==> src/rtl/sha512_msg_reader.sv <==
// SHA-512 message reader: pulls byte-masked words from a FIFO and presents
// the padded message (data, 0x80 marker, zero fill, 128-bit length) to the
// compression core one word at a time, tagging block ends and the final word.
//
// Handshake: a word moves to the core in every cycle where word_valid and
// word_ready are both high; while word_valid is high and word_ready is low,
// word_data, block_end and msg_last hold stable. A FIFO entry is consumed in
// every cycle where fifo_rvalid and fifo_rready are both high; fifo_rready is
// only ever high in DATA.
module sha512_msg_reader #(
  parameter int WordW = 64
) (
  input  logic                     clk_i,
  input  logic                     rst_ni,
  input  logic                     sha_en,
  input  logic                     hash_start,
  input  logic                     hash_process,
  input  logic [2*WordW-1:0]       message_length,
  input  logic                     fifo_rvalid,
  output logic                     fifo_rready,
  input  logic [WordW+WordW/8-1:0] fifo_rdata,
  output logic                     word_valid,
  input  logic                     word_ready,
  output logic [WordW-1:0]         word_data,
  output logic                     block_end,
  output logic                     msg_last,
  output logic                     done,
  output logic [2:0]               dbg_state_o,
  output logic [3:0]               dbg_word_idx_o
);

  localparam int NB = WordW / 8;

  typedef enum logic [2:0] {
    ST_IDLE  = 3'd0,
    ST_DATA  = 3'd1,
    ST_PAD0  = 3'd2,
    ST_LENHI = 3'd3,
    ST_LENLO = 3'd4
  } state_e;

  state_e     state_q;
  logic [3:0] word_idx_q;
  logic       proc_q;
  logic       done_q;

  logic [NB-1:0]    entry_mask;
  logic [WordW-1:0] entry_data;
  logic [WordW-1:0] pad_data;
  logic             pad_word;
  logic             xfer;
  logic             prev_valid;

  assign entry_mask = fifo_rdata[WordW +: NB];
  assign entry_data = fifo_rdata[WordW-1:0];

  // Partial entry: keep masked bytes, put 0x80 in the first unmasked byte.
  always_comb begin
    pad_data   = '0;
    prev_valid = 1'b1;
    for (int b = 0; b < NB; b++) begin
      if (entry_mask[NB-1-b]) begin
        pad_data[WordW-1-8*b -: 8] = entry_data[WordW-1-8*b -: 8];
      end else if (prev_valid) begin
        pad_data[WordW-1-8*b -: 8] = 8'h80;
      end
      prev_valid = entry_mask[NB-1-b];
    end
  end

  // Word presentation and FIFO pop, combinational so data passes with no latency.
  always_comb begin
    word_valid  = 1'b0;
    word_data   = '0;
    fifo_rready = 1'b0;
    msg_last    = 1'b0;
    pad_word    = 1'b0;
    if (sha_en) begin
      case (state_q)
        ST_DATA: begin
          if (fifo_rvalid) begin
            if (&entry_mask) begin
              word_valid  = 1'b1;
              word_data   = entry_data;
              fifo_rready = word_ready;
            end else if (entry_mask == '0) begin
              // Empty entry: drop it without producing a word.
              fifo_rready = 1'b1;
            end else begin
              word_valid  = 1'b1;
              word_data   = pad_data;
              fifo_rready = word_ready;
              pad_word    = 1'b1;
            end
          end else if (proc_q) begin
            word_valid = 1'b1;
            word_data  = {8'h80, {(WordW-8){1'b0}}};
            pad_word   = 1'b1;
          end
        end
        ST_PAD0: begin
          word_valid = 1'b1;
        end
        ST_LENHI: begin
          word_valid = 1'b1;
          word_data  = message_length[2*WordW-1:WordW];
        end
        ST_LENLO: begin
          word_valid = 1'b1;
          word_data  = message_length[WordW-1:0];
          msg_last   = 1'b1;
        end
        default: ;
      endcase
    end
  end

  assign xfer           = word_valid & word_ready;
  assign block_end      = word_valid & (word_idx_q == 4'd15);
  assign done           = done_q;
  assign dbg_state_o    = state_q;
  assign dbg_word_idx_o = word_idx_q;

  // Message FSM: word index, latched process flag and done pulse.
  always_ff @(posedge clk_i or negedge rst_ni) begin
    if (!rst_ni) begin
      state_q    <= ST_IDLE;
      word_idx_q <= 4'd0;
      proc_q     <= 1'b0;
      done_q     <= 1'b0;
    end else if (!sha_en) begin
      state_q    <= ST_IDLE;
      word_idx_q <= 4'd0;
      proc_q     <= 1'b0;
      done_q     <= 1'b0;
    end else begin
      done_q <= 1'b0;
      if (hash_start) begin
        // A process pulse in the same cycle still counts for this message.
        state_q    <= ST_DATA;
        word_idx_q <= 4'd0;
        proc_q     <= hash_process;
      end else begin
        if (hash_process && (state_q != ST_IDLE)) begin
          proc_q <= 1'b1;
        end
        if (xfer) begin
          word_idx_q <= word_idx_q + 4'd1;
        end
        case (state_q)
          ST_DATA: begin
            // If the marker lands on index 13 there is no zero fill left.
            if (xfer && pad_word) begin
              state_q <= (word_idx_q == 4'd13) ? ST_LENHI : ST_PAD0;
            end
          end
          ST_PAD0: begin
            if (xfer && (word_idx_q == 4'd13)) begin
              state_q <= ST_LENHI;
            end
          end
          ST_LENHI: begin
            if (xfer) begin
              state_q <= ST_LENLO;
            end
          end
          ST_LENLO: begin
            if (xfer) begin
              state_q <= ST_IDLE;
              done_q  <= 1'b1;
            end
          end
          default: ;
        endcase
      end
    end
  end

endmodule

==> config.mk <==
export PLATFORM = sky130hd
export DESIGN_NAME = sha512_msg_reader
export DESIGN_NICKNAME = d
export VERILOG_FILES = /design/src/rtl/sha512_msg_reader.sv
export SDC_FILE = /design/constraint.sdc
export NUM_CORES = 1
export LEC_CHECK = 0
export ABC_AREA = 1
export ABC_CLOCK_PERIOD_IN_PS = 1900
export CORE_AREA = 2 2 109 111
export DETAILED_ROUTE_END_ITERATION = 12
export DIE_AREA = 0 0 111 113
export PLACE_DENSITY = 0.73
export REMOVE_ABC_BUFFERS = 1
export SLEW_MARGIN = 20
export SYNTH_ARGS = -nofsm -noshare
export SYNTH_HDL_FRONTEND = slang
export SYNTH_SLANG_ARGS = --single-unit
==> constraint.sdc <==
create_clock -name clk_i -period 1.9 [get_ports clk_i]
set_clock_uncertainty 0.05 [all_clocks]
set_input_delay 0.19 -clock clk_i [delete_from_list [all_inputs] [get_ports clk_i]]
set_output_delay 0.19 -clock clk_i [all_outputs]
set_load 0.01 [all_outputs]
==> reports/metrics.cfg <==
[status]
status = complete, but fails checks
violations = setup timing

[die]
dieArea_sq_um = 12540
io_pins = 283
die_width_um = 111
rows = 39
core_area_sq_um = 11270
start_util = 0.1827
die_h_um = 113

[synthesis]
ys_seq_area_frac = 0.1094
synth_fa_ha_area_frac = 0.01215
yosys_warnings = 0
avgSynthCellArea_sq_um = 5.136
synth.distinct_cells = 30
synth_top_family_by_area = simple AND/OR/NAND/NOR gates
synth_compound_area_frac = 0.2515
synthCells = 401
syn-cell-area_sq_um = 2059
synthMuxAreaShare = 0
synth-simple-area-share = 0.5267
synthXorXnorAreaFrac = 0.004253
ys_ff_latch = 9

[worst_setup_path]
r2r-start = dbg_state_o[1]$_DFFE_PN0P_
critical_path_required_ns = 1.66
cp_cell_sequence = buf_6, nor2_4, nand2_2, inv_4, buf_4, clkbuf_16, nand2_1, a31oi_1, buf_2
critPathMaxStageDelay_ns = 0.40
reg2reg_slack_ns = -0.06
arrival_ns = 1.73
reg2regPathDepth = 14
endpoint_kind = output pin
critical_path.slowest_cell = dfrtp_1
cp_max_fo = 9
start_kind = flop
worstSetupPathType = flop to output pin
reg2reg_to = dbg_state_o[2]$_DFFE_PN0P_

[sta]
tightest_slew_ns = 0.4279
drv_slew = 0
period_minus_slack_ns = 1.973
finalHoldViolations = 0
fin_tns_setup_ns = -1.299
post-route-period-util = 1.039
finalSetupViolCount = 39
max_freq_mhz = 506.7
worst_slack_ns = -0.07339
rsz0062_at_grt = yes
slew_headroom = 0.7138

[layout]
fin_cells = 881
synthToLayoutAreaGrowth_pct = 192.2
ff_latch_area_sq_um = 226.5
n_fill_cell = 1091
antennaDiodeCount = 0
layout.nets = 948
multiInputGateArea_sq_um = 2009
final_layout_size_suffix_gt1_frac = 0.3144

[pwr]
powerDensity_nw_per_um2 = 309.3
p_total_mw = 1.861
peakVddDrop_v = 0.0005200
static-leakage-power_nw = 2.446

[detailed_routing]
via_per_inst = 4.866
drc_errors = 0
wire_per_inst_um = 18.59
finalWirelength_mm = 16.38
ant_nets = 0
initialDrtViolationCount = 378
vias = 4287
drt_pass1_iterations = 5

[clock_network]
cts_buffer_depth = 2
cts_root_buf = clkbuf_16
path_clk_slew_ns = 0.04
cts_tree = built
cts.sinks = 9
cts_buffers = 3
clk_latency_ns = 0.23
cts-htree-levels = 1
holdBufCountCts = 0

[global_route]
overflow = 0
grt_pass1_wl_mm = 22.42
grt_usage = 0.2210
grt_pass1_vias = 4107
antenna_found_initial = 0
grt_max_degree = 30

[job]
maxCapViolCount = 0

[placement]
portBuffers = 282
dp_hpwl_mm = 11.76
placedCellCount = 855
gp_congestion = 0.9872

[min_path]
hp-class = primary input to async pin

==> layout make-up <==
type	instances	share of cell area
timing repair buffer	355	0.5631
multi-input combinational	344	0.3340
sequential	9	0.03764
tap	143	0.02974
inverter	26	0.02246
clock buffer	4	0.01310
==> flip-flops by register name, indices dropped and copies added (netlist names) <==
signal	cells
dbg_state_o	3
dbg_word_idx_o	4
done	1
proc_q	1
==> per-stage QoR <==
stage          hold slack, ns  setup slack [ns]    util  cell area (sq um)
6_report               0.2151          -0.07339  0.5338               6017
5_1_grt                0.2452           -0.1584  0.5338               6017
4_1_cts                0.2227           -0.1247  0.4996               5632
3_5_place_dp           0.4517           -0.4993  0.4830               5444
3_3_place_gp           0.4408           -0.4972  0.4830               5444
2_1_floorplan         -0.1556           -0.5743       -               1959
==> synth_stat cells <==
library cell  number  share of area
nand2_1          205           0.37
a31oi_1           61           0.19
inv_1             20          0.036
nor2_1            20          0.036
nand3_1           14          0.034
dfrtp_1            9           0.11
buf_2              8          0.019
clkbuf_1           8          0.015
nand4_1            7          0.021
inv_2              6          0.011
buf_1              5         0.0091
o21ai_0            5          0.012
a221oi_1           4          0.017
nor3_1             4         0.0097
nand3_2            3          0.015
nor2_4             3          0.016
a21oi_1            2         0.0049
ha_1               2          0.012
nand2_2            2         0.0061
o211ai_1           2         0.0073
o21ai_1            2         0.0049
a211oi_1           1         0.0036
a21oi_2            1         0.0043
buf_6              1         0.0055
nand3_4            1         0.0085
nor2_2             1         0.0030
o21bai_4           1         0.0091
o22ai_1            1         0.0030
or2_1              1         0.0030
xor2_1             1         0.0043
==> power breakdown <==
| part | switching (mW) | internal (mW) | total (mW) | leakage [nW] |
|---|---|---|---|---|
| logic | 0.531 | 0.746 | 1.28 | 2.29 |
| registers | 0.0135 | 0.203 | 0.217 | 0.121 |
| clock network | 0.0881 | 0.280 | 0.368 | 0.0382 |
| total | 0.632 | 1.23 | 1.86 | 2.45 |
==> critical path, delay by kind of cell (launching register included) <==
family	cells	cell delay, ns
compound gates	1	0.19
simple gates	3	0.23
buf+inv	5	0.69
flops	1	0.40
==> cells by family after synthesis <==
family / Yosys count
and+or+nand+nor: 261
AOI/OAI and AO/OA: 80
buffers and inverters: 48
DFF: 9
adders and majority gates: 2
xor gates and xnor gates: 1
==> layout by cell type, fill, tap and decap left out, drive strengths merged <==
master / instances
a211oi: 1
clkdlybuf4s50: 211
o21bai: 1
a21oi: 3
clkbuf: 11
o211ai: 2
xor2: 1
clkinv: 1
o22ai: 1
dlymetal6s2s: 3
a31oi: 61
nor2: 24
buf: 133
o21ai: 7
inv: 25
or2: 1
ha: 2
nand4: 7
dfrtp: 9
dlygate4sd2: 1
nor3: 4
a221oi: 4
nand3: 18
nand2: 207
==> timing repair <==
item / in CTS / in global routing
setup buffers: 10 / 4
pin swaps: 18 / 35
endpoints found under the setup margin: 71 / 75
gates resized for setup: 341 / 74
gates cloned: 3 / 8
==> worst max-delay path by stage <==
stage,cells after the start,slack (ns),start,to
3_5_place_dp,10,-0.50,fifo_rvalid,word_data[29]
4_1_cts,9,-0.12,dbg_state_o[1]$_DFFE_PN0P_,word_data[55]
2_1_floorplan,10,-0.57,dbg_state_o[0]$_DFFE_PN0P_,dbg_state_o[0]$_DFFE_PN0P_
5_1_grt,9,-0.16,dbg_state_o[1]$_DFFE_PN0P_,word_data[13]
3_3_place_gp,10,-0.50,fifo_rvalid,word_data[29]
6_report,9,-0.07,dbg_state_o[1]$_DFFE_PN0P_,word_data[5]
==> per-layer routing <==
| metal | global-route usage | routed length, um |
|---|---|---|
| met5 | 0 | 0 |
| met4 | 0.04167 | 313 |
| met3 | 0.03964 | 1211 |
| met2 | 0.4037 | 8248 |
| met1 | 0.2744 | 6602 |
(Power assumes the default switching activity.)
